[src/rtl/rdma_xmit.sv]
// rtl/rdma_xmit.sv - RDMA packet transmitter: one header beat followed by payload beats
module rdma_xmit #(
  parameter int          DATA_WBITS = 512,
  parameter int          MAX_BYTES  = 16384,
  parameter logic [47:0] SRC_MAC    = 48'h02_00_00_00_00_01,
  parameter logic [47:0] DST_MAC    = 48'hFF_FF_FF_FF_FF_FF,
  parameter logic [31:0] SRC_IP     = 32'h0A_01_01_01,
  parameter logic [31:0] DST_IP     = 32'h0A_01_01_02,
  parameter logic [15:0] SRC_PORT   = 16'd32002,
  parameter logic [15:0] DST_PORT   = 16'd32002,
  parameter logic [15:0] RDMA_MAGIC = 16'h0122
) (
  input  logic                    clk,
  input  logic                    reset,
  input  logic [79:0]             CMD_TDATA,
  input  logic                    CMD_TVALID,
  output logic                    CMD_TREADY,
  input  logic [DATA_WBITS-1:0]   AXIS_SRC_TDATA,
  input  logic                    AXIS_SRC_TVALID,
  output logic                    AXIS_SRC_TREADY,
  output logic [DATA_WBITS-1:0]   AXIS_RDMA_TDATA,
  output logic [DATA_WBITS/8-1:0] AXIS_RDMA_TKEEP,
  output logic                    AXIS_RDMA_TVALID,
  output logic                    AXIS_RDMA_TLAST,
  input  logic                    AXIS_RDMA_TREADY,
  output logic [63:0]             packets_sent,
  output logic [31:0]             bad_cmds
);

  localparam int DATA_WBYTS = DATA_WBITS / 8;

  typedef enum logic [1:0] {IDLE, LOAD, HDR, DATA} state_t;

  state_t                 state, state_nxt;
  logic                   rdy_en;
  logic [63:0]            addr_q;
  logic [15:0]            len_q;
  logic [8:0]             beats_q;
  logic [DATA_WBYTS-1:0]  keep_q;
  logic [DATA_WBITS-1:0]  hdr_q;

  logic [15:0]            cmd_len;
  logic                   cmd_bad;
  logic                   cmd_fire;
  logic                   data_fire;
  logic                   data_last;

  logic [15:0]            udp_len;
  logic [15:0]            ip_len;
  logic [19:0]            csum_sum;
  logic [16:0]            csum_f1;
  logic [15:0]            csum_f2;
  logic [15:0]            csum;
  logic [DATA_WBITS-1:0]  hdr_be;
  logic [DATA_WBITS-1:0]  hdr_le;
  logic [16:0]            beats_rnd;
  logic [DATA_WBYTS-1:0]  keep_last;

  assign cmd_len   = CMD_TDATA[79:64];
  assign cmd_bad   = (cmd_len == 16'd0) || (int'(cmd_len) > MAX_BYTES);
  assign cmd_fire  = CMD_TVALID && CMD_TREADY;
  assign data_last = (beats_q == 9'd1);
  assign data_fire = (state == DATA) && AXIS_SRC_TVALID && AXIS_RDMA_TREADY;

  // Header fields and IPv4 checksum derived from the latched length/address
  always_comb begin
    udp_len   = len_q + 16'd30;
    ip_len    = udp_len + 16'd20;
    csum_sum  = 20'(16'h4500) + 20'(ip_len) + 20'(16'h4000) + 20'(16'h4011)
              + 20'(SRC_IP[31:16]) + 20'(SRC_IP[15:0])
              + 20'(DST_IP[31:16]) + 20'(DST_IP[15:0]);
    csum_f1   = 17'(csum_sum[15:0]) + 17'(csum_sum[19:16]);
    csum_f2   = csum_f1[15:0] + 16'(csum_f1[16]);
    csum      = ~csum_f2;
    hdr_be    = {DST_MAC, SRC_MAC, 16'h0800, 16'h4500, ip_len, 16'h0000, 16'h4000,
                 16'h4011, csum, SRC_IP, DST_IP, SRC_PORT, DST_PORT, udp_len,
                 16'h0000, RDMA_MAGIC, addr_q, 96'h0};
    hdr_le    = '0;
    for (int i = 0; i < DATA_WBYTS; i++) begin
      hdr_le[i*8 +: 8] = hdr_be[DATA_WBITS-1-i*8 -: 8];
    end
    beats_rnd = {1'b0, len_q} + 17'd63;
    keep_last = (len_q[5:0] == 6'd0) ? {DATA_WBYTS{1'b1}}
                                     : (DATA_WBYTS'(1) << len_q[5:0]) - DATA_WBYTS'(1);
  end

  // State register
  always_ff @(posedge clk or posedge reset) begin
    if (reset) state <= IDLE;
    else       state <= state_nxt;
  end

  // Command latch, header/beat bookkeeping and statistics counters
  always_ff @(posedge clk or posedge reset) begin
    if (reset) begin
      rdy_en       <= 1'b0;
      addr_q       <= '0;
      len_q        <= '0;
      beats_q      <= '0;
      keep_q       <= '0;
      hdr_q        <= '0;
      packets_sent <= '0;
      bad_cmds     <= '0;
    end else begin
      rdy_en <= 1'b1;
      if (cmd_fire) begin
        addr_q <= CMD_TDATA[63:0];
        len_q  <= cmd_len;
        if (cmd_bad) bad_cmds <= bad_cmds + 32'd1;
      end
      if (state == LOAD) begin
        hdr_q   <= hdr_le;
        beats_q <= beats_rnd[14:6];
        keep_q  <= keep_last;
      end
      if (data_fire) begin
        beats_q <= beats_q - 9'd1;
        if (data_last) packets_sent <= packets_sent + 64'd1;
      end
    end
  end

  // Next state and stream steering; payload is passed straight through in DATA
  always_comb begin
    state_nxt        = state;
    CMD_TREADY       = 1'b0;
    AXIS_SRC_TREADY  = 1'b0;
    AXIS_RDMA_TDATA  = '0;
    AXIS_RDMA_TKEEP  = '0;
    AXIS_RDMA_TVALID = 1'b0;
    AXIS_RDMA_TLAST  = 1'b0;
    case (state)
      IDLE: begin
        CMD_TREADY = rdy_en;
        if (CMD_TVALID && rdy_en && !cmd_bad) state_nxt = LOAD;
      end
      LOAD: state_nxt = HDR;
      HDR: begin
        AXIS_RDMA_TVALID = 1'b1;
        AXIS_RDMA_TKEEP  = {DATA_WBYTS{1'b1}};
        AXIS_RDMA_TDATA  = hdr_q;
        if (AXIS_RDMA_TREADY) state_nxt = DATA;
      end
      DATA: begin
        AXIS_RDMA_TVALID = AXIS_SRC_TVALID;
        AXIS_SRC_TREADY  = AXIS_RDMA_TREADY;
        AXIS_RDMA_TDATA  = AXIS_SRC_TDATA;
        AXIS_RDMA_TLAST  = data_last;
        AXIS_RDMA_TKEEP  = data_last ? keep_q : {DATA_WBYTS{1'b1}};
        if (data_fire && data_last) state_nxt = IDLE;
      end
      default: state_nxt = IDLE;
    endcase
  end

endmodule

[config.mk]
export PLATFORM = sky130hd
export DESIGN_NAME = rdma_xmit
export DESIGN_NICKNAME = d
export VERILOG_FILES = /design/src/rtl/rdma_xmit.sv
export SDC_FILE = /design/constraint.sdc
export NUM_CORES = 1
export LEC_CHECK = 0
export ABC_CLOCK_PERIOD_IN_PS = 28400
export CAP_MARGIN = 20
export CORE_AREA = 2 2 494 496
export DETAILED_ROUTE_END_ITERATION = 8
export DIE_AREA = 0 0 496 498
export DONT_BUFFER_PORTS = 1
export PLACE_DENSITY_LB_ADDON = 0.3
export SYNTH_ARGS = -nofsm -noshare
export SYNTH_HDL_FRONTEND = slang
export SYNTH_SLANG_ARGS = --single-unit
[constraint.sdc]
create_clock -name clk -period 28.4 [get_ports clk]
set_clock_uncertainty 0.15 [all_clocks]
set_input_delay 4.26 -clock clk [delete_from_list [all_inputs] [get_ports clk]]
set_output_delay 4.26 -clock clk [all_outputs]
set_load 0.01 [all_outputs]
Word-level counts from Yosys, hierarchy flattened
Cells that the tools add are included.
{ "op_classes": {"eq_ne": 7, "n_bitwise": 1, "reduce_logical": 15, "add_sub_neg": 16, "order_cmp": 1, "shifts": 1, "n_mux": 14} }
{ "op_table": {"columns": ["cell", "n"], "rows": [
  ["512-bit case mux with 2 select lines", 1],
  ["64-bit 2-to-1 mux", 2],
  ["64-bit case mux with 2 select lines", 1],
  ["64-bit by 1-bit adder with 64-bit output (second input constant)", 1],
  ["1-bit by 6-bit << shifter with 64-bit output (first input constant)", 1],
  ["64-bit by 1-bit subtractor with 64-bit output (second input constant)", 1],
  ["20-bit by 9-bit adder with 20-bit output (second input constant)", 2],
  ["16-bit by 5-bit adder with 16-bit output (second input constant)", 2],
  ["32-bit by 1-bit adder with 32-bit output (second input constant)", 1],
  ["19-bit by 12-bit adder with 20-bit output (second input constant)", 1],
  ["20-bit by 12-bit adder with 20-bit output (second input constant)", 1],
  ["18-bit by 15-bit adder with 19-bit output (second input constant)", 1],
  ["17-bit by 15-bit adder with 18-bit output (second input constant)", 1],
  ["9-bit 2-to-1 mux", 2],
  ["15-bit by 16-bit adder with 17-bit output (first input constant)", 1],
  ["16-bit by 4-bit adder with 17-bit output", 1],
  ["16-bit by 1-bit adder with 16-bit output", 1],
  ["16-bit by 15-bit > comparator with 1-bit output (second input constant)", 1],
  ["16-bit zero test", 1],
  ["16-bit inverter", 1],
  ["15-bit by 6-bit adder with 15-bit output (second input constant)", 1],
  ["9-bit by 1-bit equality test with 1-bit output (second input constant)", 1],
  ["9-bit by 1-bit subtractor with 9-bit output (second input constant)", 1],
  ["2-bit case mux with 4 select lines", 1],
  ["15 further kinds", 27]
]} }
{ "totals": {"in_bits": 597, "elab_cells": 64, "register_bits": 449} }

Longest topological paths before layout
{ "logic_depth": {"ltp_word": 12, "mapped_depth": 30, "depth_no_buf": 25} }

Worst setup path before layout
OpenSTA, ideal clock, no wires.
{ "synth_path": {"path_type": "input-to-output", "start": "in AXIS_SRC_TDATA[204]", "end": "out AXIS_RDMA_TDATA[204]", "path_buffers": 0, "setup_slack_ns": 19.487, "required_ns": 23.990, "path_stages": 1, "t_arrival_ns": 4.503, "path_cell_list": "a22o_1"} }
{ "synth_between": {"elab_chain_len": 1} }
{ "synth_rtl": {"columns": ["element", "line_no", "text"], "rows": [
  ["start, declared", "18", "input logic [DATA_WBITS-1:0] AXIS_SRC_TDATA,"],
  ["512-bit case mux with 2 select lines", "132", "case (state)"],
  ["end, declared", "21", "output logic [DATA_WBITS-1:0] AXIS_RDMA_TDATA,"]
]} }
Every way passes these cells.

Worst setup path after layout
{ "layout_path": {"start": "in AXIS_SRC_TDATA[51]", "end": "out AXIS_RDMA_TDATA[51]"} }
Same word-level chain as after synthesis.

==> results by group <==
GRT
  – Global-route wire length before repair: 236,000 um
  – Met2 Usage GRT: between 20% and 30%
  – Vias in the first global route: 18,322
  – Tot GR Track Use: 15.1%
  – Met3 Use GR: 5.47%
  – Initial antenna violation count: approximately 260
  – Total grt overflow: 0
  – Met1 Use GR: 14.7%
  – GRT busiest layer: met2
  – Largest net degree at the start of global routing: 229

Setup path
  – Slowest stage cell, crit path: and2_1
  – Worst R2R Path Depth: 24
  – Cell family with most CP delay: simple AND/OR/NAND/NOR gates
  – R2R setup slack: 21.02 ns
  – CP Launch Type: input port
  – Worst Path Required: 23.99 ns
  – Cells along the critical path: and2_1
  – Bufs and invs on worst path: 0
  – WP data arrival: 5.02 ns
  – CP Class: in -> out
  – WP depth: 1
  – Largest stage delay, worst path: 0.75 ns
  – Reg2reg end: hdr_q[196]$_DFFE_PP0P_
  – RR Startpoint: len_q[2]$_DFFE_PP0P_
  – CP Capture Type: primary output
  – CP Max Fanout: 1

Drt
  – Wire per inst: between 30 and 40 um
  – Vias: 19,870
  – Via density: 3.47
  – DRT Pass-1 Iters: 5
  – Starting DRT DRC Count: 1,602
  – Post-route ant nets: 1
  – Wirelength, routed: 195,000 um
  – DRC: 0

Yosys
  – Post-synth EDFFs: 0
  – Yosys warns: 0
  – Syn Inst Count: between 2,000 and 2,500
  – Mapped Nets: 3,051
  – Ys flop type: dfrtp_1
  – Post-Syn Area: 22,100 um2
  – Avg Inst Size Synth: 9.08 um2
  – Fraction of registers with async set or reset after synthesis: between 90% and 100%
  – Netlist cell types: 95
  – Sequential cell area fraction in the yosys report: 41.1%
  – Number of synthesized register bits: 363

Timing
  – RSZ-0062 raised after global routing: no
  – Slew Viols, Final: 0
  – Final Hold Fails: 0
  – Hold slack final: 0.320 ns
  – Max Freq: 106 MHz
  – Least-Margin Pin Slew: 1.15 ns
  – Final setup fails: 0
  – TNS Setup: 0 ns
  – Fin crit period: 9.43 ns
  – Final period util: between 30% and 40%
  – Max_slew headroom: 23.2%

Clock network
  – Setup Buffers After CTS: 0
  – Post_cts resized: 0
  – Root buf cell: clkbuf_16
  – Clock transition at path regs: 0.06 ns
  – H-tree depth: 2
  – Clock Tree Buf Depth: 3
  – CTS tree: built
  – CTS Hold Bufs: 0
  – CTS buffer count: 45
  – CTS sink count: about 360
  – Insertion delay to the later sink of the worst-skew pair: around 0.63 ns

Flow run
  – # Max-Cap Violations: 0

Floorplanning
  – Die H: 498 um
  – Row count: 181
  – Die Width: 496 um
  – Core area: around 240,000 um2
  – Area of the die: about 250,000 um2
  – IO Pins: 1,273
  – Initial Utilization: around 9.1%

Run status
  – Failing checks: antenna rules
  – Status: complete, but fails checks

Hold path
  – WHS Path Cells: 1
  – Worst Hold End: keep_q[0]$_DFFE_PP0P_
  – Hold crit path type: reg -> reg
  – Hold Startpoint: keep_q[0]$_DFFE_PP0P_

Place
  – Dpl hpwl: 172,000 um
  – Final GP Congestion: about 0.95
  – IO buf count: 0

Final layout
  – Layout Nets: 2,963
  – Area Growth Syn to Fin: 25.7%
  – Layout cell share with drive strength beyond 1: between 10% and 20%
  – # fillers: about 28,000
  – Commonest non-fill, non-tap cell in the layout: dfrtp_1
  – Most frequent cells in the layout: dfrtp_1, and2_1, nor2_1

Power
  – Static Leakage: approximately 11 nW
  – Peak VDD IR: 0.0658 mV
  – P per Cell Area: 135 nW/um2
report_power, final:
group	switching (mW)	internal (mW)	leakage, nW
sequential	0.197	0.716	4.43
clock	0.251	0.373	0.788
combinational	1.55	0.656	5.34
worst max-delay path by stage:
stage          slack, ns                from               endpoint
6_report           18.97  AXIS_SRC_TDATA[51]    AXIS_RDMA_TDATA[51]
3_5_place_dp       19.02  AXIS_SRC_TDATA[51]    AXIS_RDMA_TDATA[51]
4_1_cts            19.02  AXIS_SRC_TDATA[51]    AXIS_RDMA_TDATA[51]
2_1_floorplan      13.91               reset  addr_q[0]$_DFFE_PP0P_
3_3_place_gp       19.03  AXIS_SRC_TDATA[51]    AXIS_RDMA_TDATA[51]
5_1_grt            19.02  AXIS_SRC_TDATA[55]    AXIS_RDMA_TDATA[55]
through the flow:
step	power, mW	area [um2]	worst slack [ns]	cells	utilization, %
floorplan	2.28	22100	13.91	2434	-
global placement	3.14	25800	19.03	5499	10.7
detailed placement	3.14	25800	19.02	5500	10.7
CTS	3.80	27400	19.02	5582	11.3
global route	4.00	27600	19.02	5647	11.4
finish	3.74	27800	18.97	5732	11.5
synth_stat cells (all sizes together) (9+ instances only):
cell type    n  area (um2)
a22o       115        1010
a31oi       31         194
nand4       33         206
ha          20         250
xor2        48         443
and2       322        2010
clkbuf     134         503
buf         38         184
nand2      280        1050
nand3       72         360
a21oi       90         454
xnor2      110         997
nor3        30         189
o21ai       46         230
nor4        14         109
inv         29         109
nor2       289        1080
mux2       175        1970
and3        22         138
o211ai       9        86.3
and4        12         108
dfrtp      363        9080
metal layers:
metal  part of all wire (%)  routed length, um
met5                 0.0082                 16
met4                    4.6               9030
met3                    9.7              19000
met2                     53             104000
met1                     33              63800
area by class of cell:
| type | count | area [um2] | share of cell area (%) |
|---|---|---|---|
| inverter | 33 | 131 | 0.473 |
| multi-input combinational | 1866 | 12300 | 44.2 |
| clock buffer | 59 | 1280 | 4.61 |
| sequential | 363 | 9080 | 32.7 |
| antenna | 149 | 373 | 1.34 |
| clock inverter | 23 | 305 | 1.10 |
| tap | 3202 | 4010 | 14.4 |
| timing repair buffer | 37 | 323 | 1.16 |
cells by family (layout without fill, tap and decap cells):
logic type,Yosys count,count (layout),synth area share [%]
compound gates,385,385,12.8
simple gates,1121,1121,25.5
xor+xnor,160,160,6.72
flops,363,363,41.1
other cells,1,150,0.0170
buf+inv,205,152,3.67
mux,179,179,9.10
fa+ha+maj,20,20,1.13
sequential cells by signal (all words and copies together) (netlist names):
| signal | cells |
|---|---|
| hdr_q | 111 |
| addr_q | 64 |
| keep_q | 64 |
| packets_sent | 64 |
| bad_cmds | 32 |
| len_q | 16 |
| beats_q | 9 |
| state | 2 |
| rdy_en | 1 |
Power figures use the tool's default switching activity.
